`config.mk`:
```
export PLATFORM = sky130hd
export DESIGN_NAME = pipeline_step_ctrl
export DESIGN_NICKNAME = d
export VERILOG_FILES = /design/src/rtl/pipeline_step_ctrl.sv
export SDC_FILE = /design/constraint.sdc
export NUM_CORES = 1
export LEC_CHECK = 0
export ABC_AREA = 1
export CAP_MARGIN = 20
export CORE_MARGIN = 1.5
export CORE_UTILIZATION = 25
export DETAILED_ROUTE_END_ITERATION = 8
export GPL_ROUTABILITY_DRIVEN = 0
export GPL_TIMING_DRIVEN = 0
export HOLD_SLACK_MARGIN = 0.1
export SKIP_CTS_REPAIR_TIMING = 1
export SYNTH_ARGS = -nofsm -noshare
export SYNTH_HDL_FRONTEND = slang
export SYNTH_SLANG_ARGS = --single-unit
```
`constraint.sdc`:
```
create_clock -name i_clk -period 4.3 [get_ports i_clk]
set_input_delay 0.86 -clock i_clk [delete_from_list [all_inputs] [get_ports i_clk]]
set_output_delay 0.86 -clock i_clk [all_outputs]
set_load 0.03 [all_outputs]
```
`src/rtl/pipeline_step_ctrl.sv`:
```
// pipeline_step_ctrl: execution controller for the five-stage MIPS pipeline.
// Drives the common step enable and the pipeline reset pulse, executes byte
// commands from the debug unit (R run, S step, P pause, X pipeline reset) and
// counts executed pipeline cycles.
// Optional: define STEP_CTRL_WATCHDOG_EN to build a run-length watchdog that
// forces HALTED after WATCHDOG_LIMIT consecutive RUN cycles.
module pipeline_step_ctrl #(
   parameter int unsigned BITS_SIZE      = 32,
   parameter int unsigned RESET_CYCLES   = 4,
   parameter int unsigned WATCHDOG_LIMIT = 1000000
) (
   input  logic                 i_clk,
   input  logic                 i_reset,
   input  logic                 i_cmd_valid,
   input  logic [7:0]           i_cmd,
   output logic                 o_cmd_ready,
   input  logic                 i_wb_halt,
   output logic                 o_step,
   output logic                 o_pipe_reset,
   output logic [2:0]           o_state,
   output logic [BITS_SIZE-1:0] o_cycle_count,
   output logic                 o_step_done,
   output logic                 o_cmd_error,
   output logic                 o_timeout
);

   localparam logic [7:0] CmdRun   = 8'h52;
   localparam logic [7:0] CmdStep  = 8'h53;
   localparam logic [7:0] CmdPause = 8'h50;
   localparam logic [7:0] CmdReset = 8'h58;

   // PRESET counts down from RESET_CYCLES-1 to 0, one state cycle per value.
   localparam logic [7:0] PresetLast = 8'(RESET_CYCLES - 1);

   typedef enum logic [2:0] {
      StIdle   = 3'd0,
      StRun    = 3'd1,
      StStep   = 3'd2,
      StHalted = 3'd3,
      StPreset = 3'd4
   } state_e;

   state_e               state_q;
   logic [7:0]           preset_cnt_q;
   logic [BITS_SIZE-1:0] cycle_count_q;
   logic                 step_done_q;
   logic                 cmd_error_q;
   logic                 cmd_accept;
   logic                 cmd_known;
   logic                 step_active;
   logic                 halt_now;

`ifdef STEP_CTRL_WATCHDOG_EN
   logic [31:0] run_cnt_q;
   logic        timeout_q;
   logic        wd_expire;

   // Watchdog fires on the RUN cycle that completes WATCHDOG_LIMIT cycles.
   always_comb begin
      wd_expire = (state_q == StRun) && (run_cnt_q == 32'(WATCHDOG_LIMIT - 1));
   end

   assign o_timeout = timeout_q;
`else
   logic unused_wd_limit;
   assign unused_wd_limit = ^WATCHDOG_LIMIT;
   assign o_timeout       = 1'b0;
`endif

   // Command handshake decode and Moore outputs from the state register.
   always_comb begin
      o_cmd_ready  = (state_q == StIdle) || (state_q == StRun) || (state_q == StHalted);
      cmd_accept   = i_cmd_valid && o_cmd_ready;
      cmd_known    = (i_cmd == CmdRun) || (i_cmd == CmdStep) ||
                     (i_cmd == CmdPause) || (i_cmd == CmdReset);
      step_active  = (state_q == StRun) || (state_q == StStep);
      o_step       = step_active;
      o_pipe_reset = (state_q == StPreset);
      o_state      = state_q;
`ifdef STEP_CTRL_WATCHDOG_EN
      halt_now     = i_wb_halt || wd_expire;
`else
      halt_now     = i_wb_halt;
`endif
   end

   assign o_cycle_count = cycle_count_q;
   assign o_step_done   = step_done_q;
   assign o_cmd_error   = cmd_error_q;

   // Controller FSM with cycle counter and registered status pulses.
   always_ff @(posedge i_clk) begin
      if (i_reset) begin
         state_q       <= StIdle;
         preset_cnt_q  <= '0;
         cycle_count_q <= '0;
         step_done_q   <= 1'b0;
         cmd_error_q   <= 1'b0;
`ifdef STEP_CTRL_WATCHDOG_EN
         run_cnt_q     <= '0;
         timeout_q     <= 1'b0;
`endif
      end else begin
         step_done_q <= (state_q == StStep);
         cmd_error_q <= cmd_accept && !cmd_known;

         // Saturating count of step edges; a PRESET entry below overrides it.
         if (step_active && (cycle_count_q != '1)) begin
            cycle_count_q <= cycle_count_q + 1'b1;
         end

         unique case (state_q)
            StIdle: begin
               if (cmd_accept) begin
                  case (i_cmd)
                     CmdRun: begin
                        state_q <= StRun;
`ifdef STEP_CTRL_WATCHDOG_EN
                        run_cnt_q <= '0;
`endif
                     end
                     CmdStep: state_q <= StStep;
                     CmdReset: begin
                        state_q       <= StPreset;
                        preset_cnt_q  <= PresetLast;
                        cycle_count_q <= '0;
`ifdef STEP_CTRL_WATCHDOG_EN
                        timeout_q     <= 1'b0;
`endif
                     end
                     default: ;
                  endcase
               end
            end

            StRun: begin
`ifdef STEP_CTRL_WATCHDOG_EN
               if (wd_expire) begin
                  timeout_q <= 1'b1;
               end
               run_cnt_q <= run_cnt_q + 32'd1;
`endif
               // Halt wins over any command accepted in the same cycle.
               if (halt_now) begin
                  state_q <= StHalted;
               end else if (cmd_accept && (i_cmd == CmdReset)) begin
                  state_q       <= StPreset;
                  preset_cnt_q  <= PresetLast;
                  cycle_count_q <= '0;
`ifdef STEP_CTRL_WATCHDOG_EN
                  timeout_q     <= 1'b0;
`endif
               end else if (cmd_accept && (i_cmd == CmdPause)) begin
                  state_q <= StIdle;
               end
            end

            StStep: begin
               state_q <= i_wb_halt ? StHalted : StIdle;
            end

            StHalted: begin
               if (cmd_accept && (i_cmd == CmdReset)) begin
                  state_q       <= StPreset;
                  preset_cnt_q  <= PresetLast;
                  cycle_count_q <= '0;
`ifdef STEP_CTRL_WATCHDOG_EN
                  timeout_q     <= 1'b0;
`endif
               end
            end

            StPreset: begin
               if (preset_cnt_q == 8'd0) begin
                  state_q <= StIdle;
               end else begin
                  preset_cnt_q <= preset_cnt_q - 8'd1;
               end
            end

            default: state_q <= StIdle;
         endcase
      end
   end

endmodule

```
==> impl_metrics.ini, run 1 <==
[run_status]
status = complete, no violations

[logic_synthesis]
synth.largest_area_cell = dfxtp_1
yosysWarnings = 0
ys.flop_type = dfxtp_1
avgSynthCellArea_sq_um = 5.88
synth_most_common_cell = nand2_1
synthArstFlopShare_pct = 0
synthesis.area_sq_um = 3110
yosysUniqueCellTypes = 32
ys_ff_latch = 45
synth.top_cells.by_area = dfxtp_1 (29%), nand2_1 (20%), nor2_1 (14%)
synth_edf_count = 0
syn_inst = 529
yosysSeqAreaShare_pct = 29.0
synth_top_cell_area_share_pct = 29.0
synth_nets = 544
synthTopCellsByCount = nand2_1 (168), nor2_1 (112), inv_1 (62)

[pwr]
totalPowerFinal_w = 0.00232
ir_drop_mv = 0.248
p_leak_nw = 1.61
powerDensity_nw_per_um2 = 580

[routing]
avgViaCountPerCell = 4.46
vias = 3369
first_pass_iters = 5
drc = 0
postRouteAntennaNets = 0
drt_iter0_drc = 195
wl_microns = 8670
wl_per_cell_microns = 11.5

[timing]
setup_tns_ns = 0
finalSetupViolations = 0
report.final.slew_viol_count = 0
rsz0062_at_grt = no
fin_ws_ns = 1.47
max_freq_mhz = 353
finClkSkew_ns = 0.0113
timing.final.crit_share_pct = 65.8
fin_crit_ns = 2.83
hold_slack_ns = 0.464
hold_viol_final = 0

[final_layout]
stdcell_area_sq_um = 4000
drive_above_1_share_pct = 6.30
fillers = 1332
syn2layout_area_growth_pct = 28.5
layout.nets = 601
diodes = 0

[global_routing]
grt_pass1_vias = 3115
overflow = 0
grt_antenna_before_repair = 0
grt_pass1_wl_microns = 14400
grt_max_degree = 15
grt_usage_pct = 13.7

[clocking]
clk_pin_slew_ns = 0.06
ctsRootBufferMaster = clkbuf_16
cts-htree-levels = 2
cts_tree = built
numCtsBuffers = 5
cts-root-to-sink-buffers = 2
cts_sinks = 45
worstSkewPairLatency_ns = 0.29

[setup_path]
cp_max_fo = 6
worstRegToRegCells = 11
rr_endpoint = o_cycle_count[17]$_SDFF_PP0_
slowest_delay_ns = 0.74
end_kind = primary output
required_ns = 3.44
slowest_stage = clkdlybuf4s50_1
cp.arrival_ns = 1.97
startpoint_type = flop
reg2reg_from = o_cycle_count[0]$_SDFF_PP0_
critPathKind = reg2out
path_cells = inv_2 > nor2_1 > nand2_1 > nand2_2 > clkdlybuf4s50_1
r2r_slack_ns = 2.25

[place]
placed_cell_area_sq_um = 3820
dp_hpwl_microns = 6830
port_buffers = 50
dp_slack_ns = 1.49

[hold_path]
hold_end = preset_cnt_q[1]$_SDFFE_PP0P_
min_path_type = reg2reg
hp-start = preset_cnt_q[1]$_SDFFE_PP0P_
hold_path_depth = 2

[die]
rows = 40
die_x_microns = 115
io-pin-count = 53
fp.coreArea_sq_um = 12100
die_h_microns = 115
start_util_pct = 25.8
fp.dieArea_sq_um = 13100

[flow_run]
drv_cap = 0
==> routing by layer <==
layer / global-route usage [%] / routed length, microns / vias to the layer above
met4: 4.92 / 193 / 0
met2: 24.0 / 4150 / 111
met5: 0 / 0 / -
li1: - / - / 1759
met1: 16.9 / 3790 / 1483
met3: 2.49 / 535 / 16
==> area by class of cell <==
class,count,area [sq um],share of cell area [%]
clock buffers,6,139,3.48
multi-input cells,410,1880,47.2
repair buffers,50,500,12.5
flip-flops and latches,45,901,22.5
clock inverters,2,37.5,0.940
plain buffers,9,73.8,1.85
inverters,65,249,6.23
well taps,168,210,5.26
==> flip-flops by register name, summed over array words and instances (netlist names) <==
| signal | cells |
|---|---|
| o_cmd_error | 1 |
| o_cycle_count | 32 |
| o_state | 3 |
| o_step_done | 1 |
| preset_cnt_q | 8 |
==> critical path: cells and delay by family (launching register included) <==
kind / cells / cell delay [ns]
simple gates: 3 / 0.47
flops: 1 / 0.41
buf+inv: 2 / 0.80
==> report_power, final <==
part | switching, W | internal, W
Clock | 0.000169 | 0.000290
Combinational | 0.000722 | 0.000461
Sequential | 0.000154 | 0.000520
Total | 0.00104 | 0.00127
==> cell families (layout without fill, tap and decap cells) <==
family	count (synthesis)	after routing	share of synthesized area, %
other cells	1	1	0.121
buf+inv	74	132	10.4
flops	45	45	29.0
xor+xnor	10	10	2.82
compound gates	41	41	7.09
fa+ha+maj	3	3	1.21
simple gates	355	355	49.4
==> placed cells by master (no fill, tap or decap), types with 5 or more instances in the layout <==
cell and count:
nor3_1 11, o21ai_0 7, inv_1 62, o21ai_1 5, clkbuf_16 5, dfxtp_1 45
a21oi_1 23, nand2_1 168, xor2_1 6, nor2_1 112, clkdlybuf4s50_1 50, nand3_1 35
nand4_1 9
==> how the worst max path moves through the flow <==
stage	from	depth (start not counted)	slack, ns	to
detailed placement	i_cmd[1]	8	1.49	o_cycle_count[11]$_SDFF_PP0_
global placement	i_cmd[1]	8	1.53	o_cycle_count[22]$_SDFF_PP0_
global route	o_state[0]$_SDFFE_PP0P_	5	1.38	o_step
CTS	o_state[0]$_SDFFE_PP0P_	5	1.46	o_step
floorplan	o_cycle_count[0]$_SDFF_PP0_	11	2.33	o_cycle_count[17]$_SDFF_PP0_
finish	o_state[0]$_SDFFE_PP0P_	5	1.47	o_step
==> stage by stage <==
step / std cells / utilization (%)
finish: 755 / 33.1
CTS: 755 / 33.1
detailed placement: 747 / 31.7
global route: 755 / 33.1
floorplan: 529 / -
global placement: 747 / 31.7
No activity file was read; power rests on OpenSTA's default activity.
==> inputs of run 2 (changes only) <==
- clock period: 4.3 -> 2.4 ns (I/O delays scaled with it)
==> run 2 against run 1 <==
  * Clock power grew 79%
  * Largest cell class unchanged
  * Sequential power grew 80%
  * Routed wire length grew 0.25%
  * Largest power group unchanged
  * Critical endpoint is now o_cycle_count[22]$_SDFF_PP0_
  * Design area grew 0.13%
  * Critical path depth grew 3
  * Global-route usage is the same
  * Hold slack gained 0.0077 ns
  * First-iteration DRC count shrank 13%
  * Sequential share of layout area is essentially flat
  * Die area is the same
  * Count of clock-buffer cells in the layout is the same
  * Sequential cell count is the same
  * Critical path type is now in2reg
==> impl_metrics.ini, run 2 (synthesis results as in run 1) <==
[run_status]
status = complete, no violations

[timing]
fin_crit_ns = 2.09
finClkSkew_ns = 0.0110
timing.final.crit_share_pct = 87.1
finalSetupViolations = 0
rsz0062_at_grt = no
hold_viol_final = 0
max_freq_mhz = 478
report.final.slew_viol_count = 0
setup_tns_ns = 0

[place]
port_buffers = 50
dp_hpwl_microns = 6830
placedCellCount = 747

[hold_path]
min_path_type = reg2reg

[final_layout]
final_common_cell = nand2_1
utilization_pct = 33.2
layout.nets = 601
drive_above_1_share_pct = 6.30
most-common-layout-cells = nand2_1 (168), nor2_1 (112), inv_1 (62)
fillers = 1334
diodes = 0
syn2layout_area_growth_pct = 28.7
largest_reg_flops = 32
instances_no_fill = 755

[pwr]
p_int_w = 0.00228
ir_drop_mv = 0.444
p_sw_share_pct = 45.2
powerDensity_nw_per_um2 = 1040
combPwrFrac_pct = 51.2
power.clock.fraction_pct = 19.8
totalPowerFinal_w = 0.00415
power.share.sequential_pct = 29.1
p_sw_w = 0.00188
p_leak_nw = 1.64

[global_routing]
overflow = 0
grt_max_degree = 15
grt_pass1_vias = 3115
grt_pass1_wl_microns = 14400
grt_usage_pct = 13.7
grt_antenna_before_repair = 0

[setup_path]
reg2reg_from = o_cycle_count[0]$_SDFF_PP0_
crit_start = i_cmd[1]
cp.arrival_ns = 2.26
end_kind = flop
cp_max_fo = 10
r2r_slack_ns = 0.33
critPathKind = in2reg
crit_path_end = o_cycle_count[22]$_SDFF_PP0_
required_ns = 2.57
worstRegToRegCells = 11
rr_endpoint = o_cycle_count[20]$_SDFF_PP0_
startpoint_type = input port

[die]
io-pin-count = 53
fp.coreArea_sq_um = 12100
rows = 40
die_x_microns = 115
die_h_microns = 115
fp.dieArea_sq_um = 13100
start_util_pct = 25.8

[flow_run]
drv_cap = 0

[routing]
wl_microns = 8700
first_pass_iters = 4
vias = 3345
drt_iter0_drc = 169
avgViaCountPerCell = 4.43
wl_per_cell_microns = 11.5
postRouteAntennaNets = 0
drc = 0

[clocking]
clk_pin_slew_ns = 0.07
numCtsBuffers = 5
worstSkewPairLatency_ns = 0.29
cts-root-to-sink-buffers = 2
cts-htree-levels = 2
ctsRootBufferMaster = clkbuf_16
cts_sinks = 45
cts_tree = built
-- run 2: cell count changes in the layout (fill, tap and decap cells not counted) --
cell             before  now
dlymetal6s2s_1        0    2
clkdlybuf4s50_1      50   48
-- run 2: final cells by class --
type	count	area, sq um	area share, %
multi-input cells	410	1880	47.1
flip-flops and latches	45	901	22.5
repair buffers	50	505	12.6
inverters	65	249	6.22
well taps	168	210	5.25
clock buffers	6	139	3.47
plain buffers	9	73.8	1.85
clock inverters	2	37.5	0.938
-- run 2: per-stage QoR --
stage,setup slack (ns),area (sq um),hold slack (ns)
6_report,0.309,4000,0.472
3_3_place_gp,0.00527,3820,0.455
2_1_floorplan,0.433,3110,0.445
4_1_cts,-0.0630,4000,0.466
3_5_place_dp,-0.0280,3820,0.456
5_1_grt,0.124,4000,0.498
-- run 2: worst min-delay path by stage --
stage / start / end / slack [ns] / cells after the start
6_report: preset_cnt_q[7]$_SDFFE_PP0P_ / preset_cnt_q[7]$_SDFFE_PP0P_ / 0.47 / 2
5_1_grt: preset_cnt_q[7]$_SDFFE_PP0P_ / preset_cnt_q[7]$_SDFFE_PP0P_ / 0.50 / 2
4_1_cts: preset_cnt_q[1]$_SDFFE_PP0P_ / preset_cnt_q[1]$_SDFFE_PP0P_ / 0.47 / 2
3_5_place_dp: preset_cnt_q[1]$_SDFFE_PP0P_ / preset_cnt_q[1]$_SDFFE_PP0P_ / 0.46 / 2
3_3_place_gp: preset_cnt_q[7]$_SDFFE_PP0P_ / preset_cnt_q[7]$_SDFFE_PP0P_ / 0.45 / 2
2_1_floorplan: preset_cnt_q[1]$_SDFFE_PP0P_ / preset_cnt_q[1]$_SDFFE_PP0P_ / 0.45 / 2
-- run 2: layer usage --
layer / routed length, microns / track usage, % / vias to the layer above
met5: 0 / 0 / -
met4: 155 / 4.92 / 0
met3: 481 / 2.49 / 14
met2: 4190 / 24.0 / 93
met1: 3870 / 16.9 / 1480
li1: - / - / 1758
-- run 2: worst max-delay path, cell delays in order --
cell and delay, ns:
clkdlybuf4s50_1 0.43, nor2_1 0.24, nand2_1 0.08, nor2_1 0.09
nand2_1 0.13, o21ai_2 0.38, buf_2 0.34, nor2_1 0.08
-- run 2: power by group through the flow --
stage                     clock network, W  registers (W)  logic (W)
after floorplan                          0        0.00147    0.00117
after global placement                   0        0.00122    0.00210
after detailed placement                 0        0.00122    0.00212
after CTS                         0.000858        0.00120    0.00213
after global routing              0.000890        0.00124    0.00235
final                             0.000822        0.00121    0.00212
